[config.mk]
export PLATFORM = sky130hd
export DESIGN_NAME = spi_byte_frontend
export DESIGN_NICKNAME = d
export VERILOG_FILES = /design/src/rtl/spi_pkg.sv /design/src/rtl/spi_sync_bit.sv /design/src/rtl/spi_byte_frontend.sv
export SDC_FILE = /design/constraint.sdc
export NUM_CORES = 1
export LEC_CHECK = 0
export BUFFER_PORTS_ARGS = -buffer_cell sky130_fd_sc_hd__buf_2
export CORE_ASPECT_RATIO = 1.5
export CORE_MARGIN = 4
export CORE_UTILIZATION = 59
export CTS_CLUSTER_SIZE = 12
export DETAILED_ROUTE_END_ITERATION = 8
export MAX_ROUTING_LAYER = met4
export PLACE_DENSITY = 0.8
export SETUP_SLACK_MARGIN = 0.5
export SYNTH_ARGS = -nofsm -noshare
export SYNTH_HDL_FRONTEND = slang
export SYNTH_HIERARCHICAL = 1
export SYNTH_SLANG_ARGS = --single-unit
[constraint.sdc]
create_clock -name clk -period 2.5 [get_ports clk]
set_input_delay 0 -clock clk [delete_from_list [all_inputs] [get_ports clk]]
set_output_delay 0 -clock clk [all_outputs]
set_load 0.05 [all_outputs]
[src/rtl/spi_pkg.sv]
// Shared constants and types for the SPI byte front end and the command decoder behind it.
package spi_pkg;

  localparam int SPI_BYTE_W    = 8;
  localparam logic [SPI_BYTE_W-1:0] SPI_IDLE_BYTE = 8'h00;

  // Command byte layout, consumed by the downstream command decoder.
  localparam int CMD_WRITE_BIT = 7;
  localparam int CMD_ADDR_MSB  = 2;
  localparam int CMD_ADDR_LSB  = 0;
  localparam int NUM_PWM_CH    = 7;

  localparam int BIT_CNT_W     = 3;
  localparam int RX_INDEX_W    = 4;

  // Frame state: IDLE while cs_n is high, ACTIVE while it is low.
  typedef enum logic {
    ST_IDLE   = 1'b0,
    ST_ACTIVE = 1'b1
  } spi_state_e;

  // Byte-position counter that sticks at its maximum instead of wrapping.
  function automatic logic [RX_INDEX_W-1:0] sat_inc(input logic [RX_INDEX_W-1:0] v);
    return (v == {RX_INDEX_W{1'b1}}) ? v : v + 1'b1;
  endfunction

endpackage

[src/rtl/spi_sync_bit.sv]
// Multi-flop synchroniser for one raw asynchronous input, with a selectable reset level.
module spi_sync_bit #(
  parameter int   STAGES    = 2,
  parameter logic RESET_VAL = 1'b0
) (
  input  logic clk,
  input  logic rst_n,
  input  logic d_i,
  output logic q_o
);

  logic [STAGES-1:0] sync_q;

  // Shift the raw input through the synchroniser chain.
  // NOTE: sequential state uses non-blocking assignments so every flop samples pre-edge values.
  always_ff @(posedge clk or negedge rst_n) begin
    if (!rst_n) begin
      sync_q <= {STAGES{RESET_VAL}};
    end else begin
      sync_q <= {sync_q[STAGES-2:0], d_i};
    end
  end

  assign q_o = sync_q[STAGES-1];

endmodule

[src/rtl/spi_byte_frontend.sv]
// SPI mode-0 slave front end: synchronises raw SPI pins, deframes MOSI bytes and
// serialises reply bytes onto MISO, presenting a byte-level interface to the command logic.
module spi_byte_frontend
  import spi_pkg::*;
#(
  parameter int SYNC_STAGES  = 2,
  parameter bit TX_MSB_FIRST = 1'b0
) (
  input  logic                  clk,
  input  logic                  reset,
  input  logic                  spi_sclk,
  input  logic                  spi_cs_n,
  input  logic                  spi_mosi,
  output logic                  spi_miso,
  output logic [SPI_BYTE_W-1:0] rx_data,
  output logic                  rx_valid,
  output logic [RX_INDEX_W-1:0] rx_index,
  output logic                  frame_start,
  output logic                  frame_end,
  output logic                  frame_abort,
  input  logic [SPI_BYTE_W-1:0] tx_data,
  input  logic                  tx_valid,
  output logic                  tx_underrun
);

  logic sclk_s, cs_n_s, mosi_s;
  logic sclk_d_q, cs_n_d_q;
  logic sclk_rise, sclk_fall, cs_rise, cs_fall;

  spi_state_e               state_q, state_d;
  logic [BIT_CNT_W-1:0]     bit_cnt_q, bit_cnt_d;
  logic [RX_INDEX_W-1:0]    byte_cnt_q, byte_cnt_d;
  logic [SPI_BYTE_W-2:0]    rx_shift_q, rx_shift_d;
  logic [SPI_BYTE_W-1:0]    tx_shift_q, tx_shift_d;
  logic [SPI_BYTE_W-1:0]    rx_data_q, rx_data_d;
  logic [RX_INDEX_W-1:0]    rx_index_q, rx_index_d;
  logic                     miso_q, miso_d;
  logic                     rx_valid_q, rx_valid_d;
  logic                     frame_start_q, frame_start_d;
  logic                     frame_end_q, frame_end_d;
  logic                     frame_abort_q, frame_abort_d;
  logic                     tx_underrun_q, tx_underrun_d;

  spi_sync_bit #(.STAGES(SYNC_STAGES), .RESET_VAL(1'b0)) u_sync_sclk (
    .clk(clk), .rst_n(reset), .d_i(spi_sclk), .q_o(sclk_s)
  );
  spi_sync_bit #(.STAGES(SYNC_STAGES), .RESET_VAL(1'b1)) u_sync_cs_n (
    .clk(clk), .rst_n(reset), .d_i(spi_cs_n), .q_o(cs_n_s)
  );
  spi_sync_bit #(.STAGES(SYNC_STAGES), .RESET_VAL(1'b0)) u_sync_mosi (
    .clk(clk), .rst_n(reset), .d_i(spi_mosi), .q_o(mosi_s)
  );

  assign sclk_rise =  sclk_s & ~sclk_d_q;
  assign sclk_fall = ~sclk_s &  sclk_d_q;
  assign cs_rise   =  cs_n_s & ~cs_n_d_q;
  assign cs_fall   = ~cs_n_s &  cs_n_d_q;

  // Frame FSM, bit/byte counters, shifters and output pulses: next-state logic.
  always_comb begin
    // NOTE: every signal gets a default first so no path through this block infers a latch.
    state_d       = state_q;
    bit_cnt_d     = bit_cnt_q;
    byte_cnt_d    = byte_cnt_q;
    rx_shift_d    = rx_shift_q;
    tx_shift_d    = tx_shift_q;
    rx_data_d     = rx_data_q;
    rx_index_d    = rx_index_q;
    miso_d        = miso_q;
    rx_valid_d    = 1'b0;
    frame_start_d = 1'b0;
    frame_end_d   = 1'b0;
    frame_abort_d = 1'b0;
    tx_underrun_d = 1'b0;

    unique case (state_q)
      ST_IDLE: begin
        miso_d = 1'b0;
        if (cs_fall) begin
          state_d       = ST_ACTIVE;
          frame_start_d = 1'b1;
          bit_cnt_d     = '0;
          byte_cnt_d    = '0;
          rx_shift_d    = '0;
          tx_shift_d    = SPI_IDLE_BYTE;
          rx_index_d    = '0;
        end
      end

      ST_ACTIVE: begin
        if (cs_rise) begin
          // cs release has priority over any sclk edge seen in the same cycle.
          state_d       = ST_IDLE;
          frame_end_d   = 1'b1;
          frame_abort_d = (bit_cnt_q != '0);
          miso_d        = 1'b0;
        end else if (sclk_rise) begin
          rx_shift_d = {rx_shift_q[SPI_BYTE_W-3:0], mosi_s};
          bit_cnt_d  = bit_cnt_q + 1'b1;
          if (bit_cnt_q == {BIT_CNT_W{1'b1}}) begin
            rx_data_d  = {rx_shift_q, mosi_s};
            rx_valid_d = 1'b1;
            rx_index_d = byte_cnt_q;
            byte_cnt_d = sat_inc(byte_cnt_q);
          end
        end else if (sclk_fall) begin
          // A byte boundary after at least one received byte is where the reply is loaded.
          if ((bit_cnt_q == '0) && (byte_cnt_q != '0)) begin
            if (tx_valid) begin
              tx_shift_d = tx_data;
            end else begin
              tx_shift_d    = SPI_IDLE_BYTE;
              tx_underrun_d = 1'b1;
            end
          end else if (TX_MSB_FIRST) begin
            tx_shift_d = {tx_shift_q[SPI_BYTE_W-2:0], 1'b0};
          end else begin
            tx_shift_d = {1'b0, tx_shift_q[SPI_BYTE_W-1:1]};
          end
          miso_d = TX_MSB_FIRST ? tx_shift_d[SPI_BYTE_W-1] : tx_shift_d[0];
        end
      end

      default: begin
        state_d = ST_IDLE;
      end
    endcase
  end

  // State and datapath registers, plus delayed copies of the synchronised pins for edge detect.
  always_ff @(posedge clk or negedge reset) begin
    if (!reset) begin
      sclk_d_q      <= 1'b0;
      cs_n_d_q      <= 1'b1;
      state_q       <= ST_IDLE;
      bit_cnt_q     <= '0;
      byte_cnt_q    <= '0;
      rx_shift_q    <= '0;
      tx_shift_q    <= '0;
      rx_data_q     <= '0;
      rx_index_q    <= '0;
      miso_q        <= 1'b0;
      rx_valid_q    <= 1'b0;
      frame_start_q <= 1'b0;
      frame_end_q   <= 1'b0;
      frame_abort_q <= 1'b0;
      tx_underrun_q <= 1'b0;
    end else begin
      sclk_d_q      <= sclk_s;
      cs_n_d_q      <= cs_n_s;
      state_q       <= state_d;
      bit_cnt_q     <= bit_cnt_d;
      byte_cnt_q    <= byte_cnt_d;
      rx_shift_q    <= rx_shift_d;
      tx_shift_q    <= tx_shift_d;
      rx_data_q     <= rx_data_d;
      rx_index_q    <= rx_index_d;
      miso_q        <= miso_d;
      rx_valid_q    <= rx_valid_d;
      frame_start_q <= frame_start_d;
      frame_end_q   <= frame_end_d;
      frame_abort_q <= frame_abort_d;
      tx_underrun_q <= tx_underrun_d;
    end
  end

  assign spi_miso    = miso_q;
  assign rx_data     = rx_data_q;
  assign rx_valid    = rx_valid_q;
  assign rx_index    = rx_index_q;
  assign frame_start = frame_start_q;
  assign frame_end   = frame_end_q;
  assign frame_abort = frame_abort_q;
  assign tx_underrun = tx_underrun_q;

endmodule

==> metrics.md, run 1 <==
| Metric | Value |
|---|---|
| # DRC | 0 |
| Die Ht | 79.6 um |
| WP data arrival | 2080 ps |
| Yosys cell types | 35 |
| GRT overflow | 0 |
| Most frequent cells after synthesis | 45 x dfrtp_1, 19 x nand3_1, 18 x nand2_1 |
| Most common cell in the netlist | dfrtp_1 |
| Wirelength per Cell | 14.4 um |
| Post-synth EDFFs | 0 |
| Required time of the critical path | 2690 ps |
| Top post-synthesis cells by area | dfrtp_1 56%, mux2_2 5.0%, nand3_1 4.7%, dfstp_2 3.9%, nand2_1 3.3% |
| CP max stage cell | dfstp_2 |
| Sw Pwr | 476 uW |
| Reg power frac | 0.503 |
| # rows | 25 |
| CTS tree | done |
| Clock H-tree levels | 2 |
| DRT Wirelength | 3.59 mm |
| Non-filler cells in the finished layout | 250 |
| Synth Register Bits | 48 |
| Clock power frac | 0.317 |
| Final hold vios | 0 |
| Initial Util | 0.626 |
| DRT antenna net count | 0 |
| Fin. max-slew vios | 0 |
| Dpl hpwl | 2.45 mm |
| GRT Util Overall | 0.190 |
| Fmax | 0.527 GHz |
| Switching share of power | 0.266 |
| Critical path buffers and inverters | 0 |
| Power Density | 758 mW/mm2 |
| # IOs | 32 |
| Drt via density | 5.47 |
| DR pass1 iterations | 4 |
| Core Region | 0.00322 mm2 |
| Max stage delay on crit path | 530 ps |
| Tmin final | 1900 ps |
| RSZ-0062 raised after global routing | false |
| Crit start category | register |
| CTS Root Cell | clkbuf_8 |
| Main flop type after synthesis | dfrtp_1 |
| Cts bufs inserted | 5 |
| Placed cell count | 236 |
| P&R area growth vs syn | 17.2% |
| Outcome | finished, final reports clean |
| Slew HR | 0.327 |
| Final setup vio count | 0 |
| MaxCap Viol Count | 0 |
| Post-Syn Area | 0.00202 mm2 |
| Slew @ Worst Pin | 1010 ps |
| Crit-path leading delay family | simple AND/OR/NAND/NOR gates |
| CP max FO | 18 |
| Period utilisation layout | 0.759 |
| Ys async rst share | 1.00 |
| CTS clk-pin slew, worst paths | 80 ps |
| Synth Area per Inst | 11.7 um2 |
| Placer congestion estimate | 0.811 |
| Largest net degree at the start of global routing | 49 |
| Ant. Diodes | 0 |
| Sequential area share after synthesis | 0.597 |
| Clock sinks | 48 |
| Vias in the first global route | 1452 |
| Final setup TNS | 0 ps |
| Initial antenna violation count | 0 |
| Largest area contributor in the netlist | dfrtp_1 |
| Post-Syn Instances | 173 |
| Setup CP Type | register to register |
| Port Buf Inserts | 31 |
| Layout net count | 228 |
| P_leak | 0.00122 uW |
| Vias post-DR | 1368 |
| VDD IR max | 0.566 mV |
| CP Capture Type | register |
| Worst Skew | 8.73 ps |
| DIE AREA | 0.00444 mm2 |
| Starting DRT DRC Count | 41 |
| Cells along the critical path | nand2b_1, nand4_2, mux2_2 |
| Fraction of layout cells with a size suffix above 1 | 0.276 |
| Global-route wire length before repair | 6.43 mm |
| Combinational power share | 0.179 |
| Post-Synthesis Net Count | 192 |
| Synthesis Warnings | 6 |
| Clk buf depth | 2 |
| Cell-internal power | 1320 uW |
| Min-delay worst type | input port to register |
| Synth top area share | 0.558 |
| Die Width | 55.8 um |
| Skew-Pair Late Insertion Delay | 300 ps |
-- metrics by stage --
step           instance area, um2  hold slack, ps  setup slack [ps]  total power, uW  utilization
2_1_floorplan                2020            -296               991             1140            -
4_1_cts                      2360            2.83               630             1810        0.733
5_1_grt                      2360            24.9               529             1890        0.734
3_3_place_gp                 2180             105               720             1210        0.677
6_report                     2360            6.33               603             1790        0.734
3_5_place_dp                 2180             106               633             1230        0.677
-- logic make-up after synthesis --
kind of cell,share of synthesized area
and+or+nand+nor,0.181
DFF,0.597
adders and majority gates,0.0310
buffers and inverters,0.0415
muxes,0.0800
AOI/OAI and AO/OA,0.0694
-- layer usage --
metal	share of wire	wire (um)	vias up	global-route usage
li1	-	-	667	-
met1	0.39	1390	658	0.206
met2	0.53	1920	34	0.327
met3	0.055	196	9	0.0421
met4	0.023	82	0	0.0973
met5	0	0	-	-
-- sequential cells by signal (all words and copies together) (netlist names), 2 cells and up --
register            flops
rx_data                 8
rx_shift_q              7
tx_shift_q              7
byte_cnt_q              4
rx_index                4
bit_cnt_q               3
u_sync_cs_n/sync_q      2
u_sync_mosi/sync_q      2
u_sync_sclk/sync_q      2
-- cells in the final DEF (no fill, tap or decap), drive strengths merged, types with 7 or more instances in the layout --
| cell type | n |
|---|---|
| and2 | 7 |
| nand3 | 21 |
| dfrtp | 45 |
| mux2 | 9 |
| nand2 | 18 |
| buf | 32 |
| inv | 9 |
-- worst paths after layout --
check	depth (start not counted)	start	end	slack [ps]
worst min register to register	0	u_sync_mosi/sync_q[0]	u_sync_mosi/sync_q[1]	350
worst max register to register	3	cs_n_d_q	rx_data[7]	600
min in group asynchronous	2	reset	tx_shift_q[1]	420
worst min-delay path	3	tx_data[0]	spi_miso	6
worst max-delay path	3	cs_n_d_q	rx_data[7]	600
max in group asynchronous	2	reset	tx_shift_q[5]	1460
-- cell type report --
class	count	area [um2]
Inverter	9	33.8
Multi-Input combinational cell	107	732
Sequential cell	48	1200
Timing Repair Buffer	38	223
Clock buffer	6	82.6
Fill cell	237	857
Tap cell	40	50.0
Clock inverter	2	38.8
-- power by group through the flow --
stage / clock (uW) / combinational (uW) / sequential [uW]
4_1_cts: 585 / 326 / 902
3_3_place_gp: 0 / 303 / 911
2_1_floorplan: 0 / 224 / 917
5_1_grt: 624 / 358 / 912
6_report: 568 / 321 / 902
3_5_place_dp: 0 / 317 / 917
-- repair_timing --
action | in CTS | in global routing
hold buffers | 6 | 0
endpoints found under the hold margin | 50 | 0
resized for setup | 0 | 1
setup endpoints to repair | 0 | 1
buffers inserted | 0 | 0
-- tightest hold or removal path, cell delays in order --
cell and delay (ps):
buf_2 100, nand3_1 80, a311oi_1 90
(Power assumes the default switching activity.)
==> run 2, diff against run 1 <==
--- a/config.mk
+++ b/config.mk
@@ -8,11 +8,11 @@
 export BUFFER_PORTS_ARGS = -buffer_cell sky130_fd_sc_hd__buf_2
 export CORE_ASPECT_RATIO = 1.5
 export CORE_MARGIN = 4
-export CORE_UTILIZATION = 59
+export CORE_UTILIZATION = 50
 export CTS_CLUSTER_SIZE = 12
 export DETAILED_ROUTE_END_ITERATION = 8
 export MAX_ROUTING_LAYER = met4
-export PLACE_DENSITY = 0.8
+export PLACE_DENSITY = 0.72
 export SETUP_SLACK_MARGIN = 0.5
 export SYNTH_ARGS = -nofsm -noshare
 export SYNTH_HDL_FRONTEND = slang
==> constraint.sdc (replaced) <==
create_clock -name clk -period 1.6 [get_ports clk]
set_input_delay 0 -clock clk [delete_from_list [all_inputs] [get_ports clk]]
set_output_delay 0 -clock clk [all_outputs]
set_load 0.05 [all_outputs]
==> metrics.md, run 2 (synthesized netlist as in run 1, its figures left out) <==
| Metric | Value |
|---|---|
| Outcome | finished, final reports clean |
| Clock sinks | 48 (unchanged) |
| Fin. max-slew vios | 0 (unchanged) |
| GRT Util Overall | 0.178 (-0.0124) |
| DIE AREA | 0.00514 mm2 (+16%) |
| Max reg flops | 8 (unchanged) |
| Most common cell after layout, fill and taps aside | dfrtp_1 |
| P_leak | 0.00142 uW (+17%) |
| VDD IR max | 0.850 mV (+50%) |
| Period utilisation layout | 0.983 (+0.224) |
| Final setup vio count | 0 (unchanged) |
| Slew HR | 0.640 (+0.313) |
| Clock power frac | 0.247 (-0.070) |
| Starting DRT DRC Count | 19 (-54%) |
| Worst Skew | 12.3 ps (+3.55 ps) |
| Drt via density | 5.29 (-3.4%) |
| Min-delay src | tx_data[3] |
| DR pass1 iterations | 3 (-1) |
| Cell-internal power | 2090 uW (+59%) |
| CTS clk-pin slew, worst paths | 80 ps (about the same) |
| Register-to-Register Path Depth | 4 (+1) |
| P&R area growth vs syn | 41.7% |
| Power Density | 1030 mW/mm2 (+37%) |
| Fraction of layout cells with a size suffix above 1 | 0.494 (+0.217) |
| Vias post-DR | 1491 (+9.0%) |
| Placed cell count | 252 (+6.8%) |
| # DRC | 0 (unchanged) |
| Switching share of power | 0.295 (+0.0291) |
| Ant. Diodes | 0 (unchanged) |
| Wirelength per Cell | 15.5 um (+8.1%) |
| Clk buf depth | 2 (unchanged) |
| R2r setup slk | 30 ps (-580 ps) |
| Fmax | 0.636 GHz (+21%) |
| Design area | 0.00286 mm2 (+21%) |
| Core Region | 0.00392 mm2 (+22%) |
| Most frequent cells in the layout | 45 x dfrtp_1, 31 x buf_2, 16 x nand2_1 |
| RSZ-0062 raised after global routing | true |
| Core Util, Final | 0.729 (-0.00503) |
| Reg2Reg Launch Point | cs_n_d_q |
| Final hold vios | 0 (unchanged) |
| # IOs | 32 (unchanged) |
| GRT overflow | 0 (unchanged) |
| MaxCap Viol Count | 0 (unchanged) |
| Setup CP Type | register to register |
| Largest net degree at the start of global routing | 26 (-47%) |
| Vias in the first global route | 1541 (+6.1%) |
| Slew @ Worst Pin | 540 ps (-469 ps) |
| Min-delay worst type | input port to register |
| DP Area | 0.00237 mm2 (+8.7%) |
| # rows | 28 (+12%) |
| Port Buf Inserts | 31 (unchanged) |
| Hold Path Depth | 4 (+1) |
| Placer congestion estimate | 0.836 (+3.1%) |
| Skew-Pair Late Insertion Delay | 300 ps (about the same) |
| Reg power frac | 0.481 (-0.022) |
| Initial antenna violation count | 0 (unchanged) |
| Initial Util | 0.514 (-0.112) |
| Die Width | 59.9 um (+7.4%) |
| Combinational power share | 0.273 (+0.094) |
| Tmin final | 1570 ps (-324 ps) |
| Clock H-tree levels | 2 (unchanged) |
| DRT antenna net count | 0 (unchanged) |
| Reg2reg end | rx_data[7] |
| Layout net count | 255 (+12%) |
| Non-filler cells in the finished layout | 282 (+13%) |
| CP Capture Type | register |
| CTS Root Cell | clkbuf_8 |
| Final setup TNS | 0 ps (unchanged) |
| Cts bufs inserted | 5 (unchanged) |
| Dpl hpwl | 2.68 mm (+9.5%) |
| CP max FO | 6 (-12) |
| Hold Path End | tx_shift_q[3] |
| Global-route wire length before repair | 6.83 mm (+6.2%) |
| Crit start category | register |
| CTS tree | done |
| Die Ht | 85.8 um (+7.8%) |
| Required time of the critical path | 1780 ps (-910 ps) |
| Sw Pwr | 872 uW (+83%) |
| WP data arrival | 1750 ps (-330 ps) |
| DRT Wirelength | 4.38 mm (+22%) |
==> run 2: cell count changes in the layout (fill, tap and decap cells not counted), moves of 8 or more <==
cell,change
mux2_4,+9
nand3_1,-9
buf_4,+12
nand3_2,+8
buf_6,+11
mux2_2,-9
==> run 2: worst max-delay path by stage <==
stage | start | to | slack (ps) | cells past startpoint
2_1_floorplan | cs_n_d_q | byte_cnt_q[3] | 200 | 5
3_3_place_gp | bit_cnt_q[0] | rx_data[0] | 90 | 4
3_5_place_dp | bit_cnt_q[0] | rx_data[5] | 50 | 4
4_1_cts | bit_cnt_q[0] | tx_shift_q[2] | 70 | 7
5_1_grt | bit_cnt_q[0] | tx_shift_q[5] | -30 | 7
6_report | cs_n_d_q | rx_data[7] | 30 | 4
==> run 2: repair_timing <==
item	4_1_cts	5_1_grt
gates cloned	0	1
setup buffers	6	8
hold buffers	7	0
pin swaps	8	9
endpoints found under the setup margin	37	39
resized for setup	14	34
endpoints found under the hold margin	29	0
==> run 2: per-stage QoR <==
stage	hold slack (ps)	worst slack [ps]	power, uW
finish	89.5	26.8	2960
global route	124	-33.1	3110
CTS	87.0	66.0	2880
detailed placement	10.3	50.2	2050
global placement	8.60	92.3	2020
floorplan	-296	196	1890
==> run 2: cell type report <==
type,instances,area [um2]
clock inverter,1,7.51
timing repair buffer,64,482
sequential,48,1200
clock buffer,7,86.3
inverter,9,38.8
multi-input combinational,108,985
tap,45,56.3
fill,270,1060
==> run 2: power groups by stage <==
stage	Clock, uW	Combinational (uW)	Sequential, uW
final	730	807	1420
after detailed placement	0	611	1440
after CTS	747	726	1410
after global routing	801	872	1440
after floorplan	0	445	1440
after global placement	0	590	1430
==> run 2: layer usage <==
| metal | GRT usage | wire length, um | up-vias |
|---|---|---|---|
| li1 | - | - | 722 |
| met1 | 0.214 | 1810 | 731 |
| met2 | 0.289 | 2350 | 30 |
| met3 | 0.0316 | 147 | 8 |
| met4 | 0.0726 | 69 | 0 |
| met5 | - | 0 | - |
==> run 2: worst max-delay path: stages, from the launching register on <==
cell and delay, ps:
dfstp_2 560, nand2b_4 190, buf_6 120, nand4_4 210, mux2_4 370
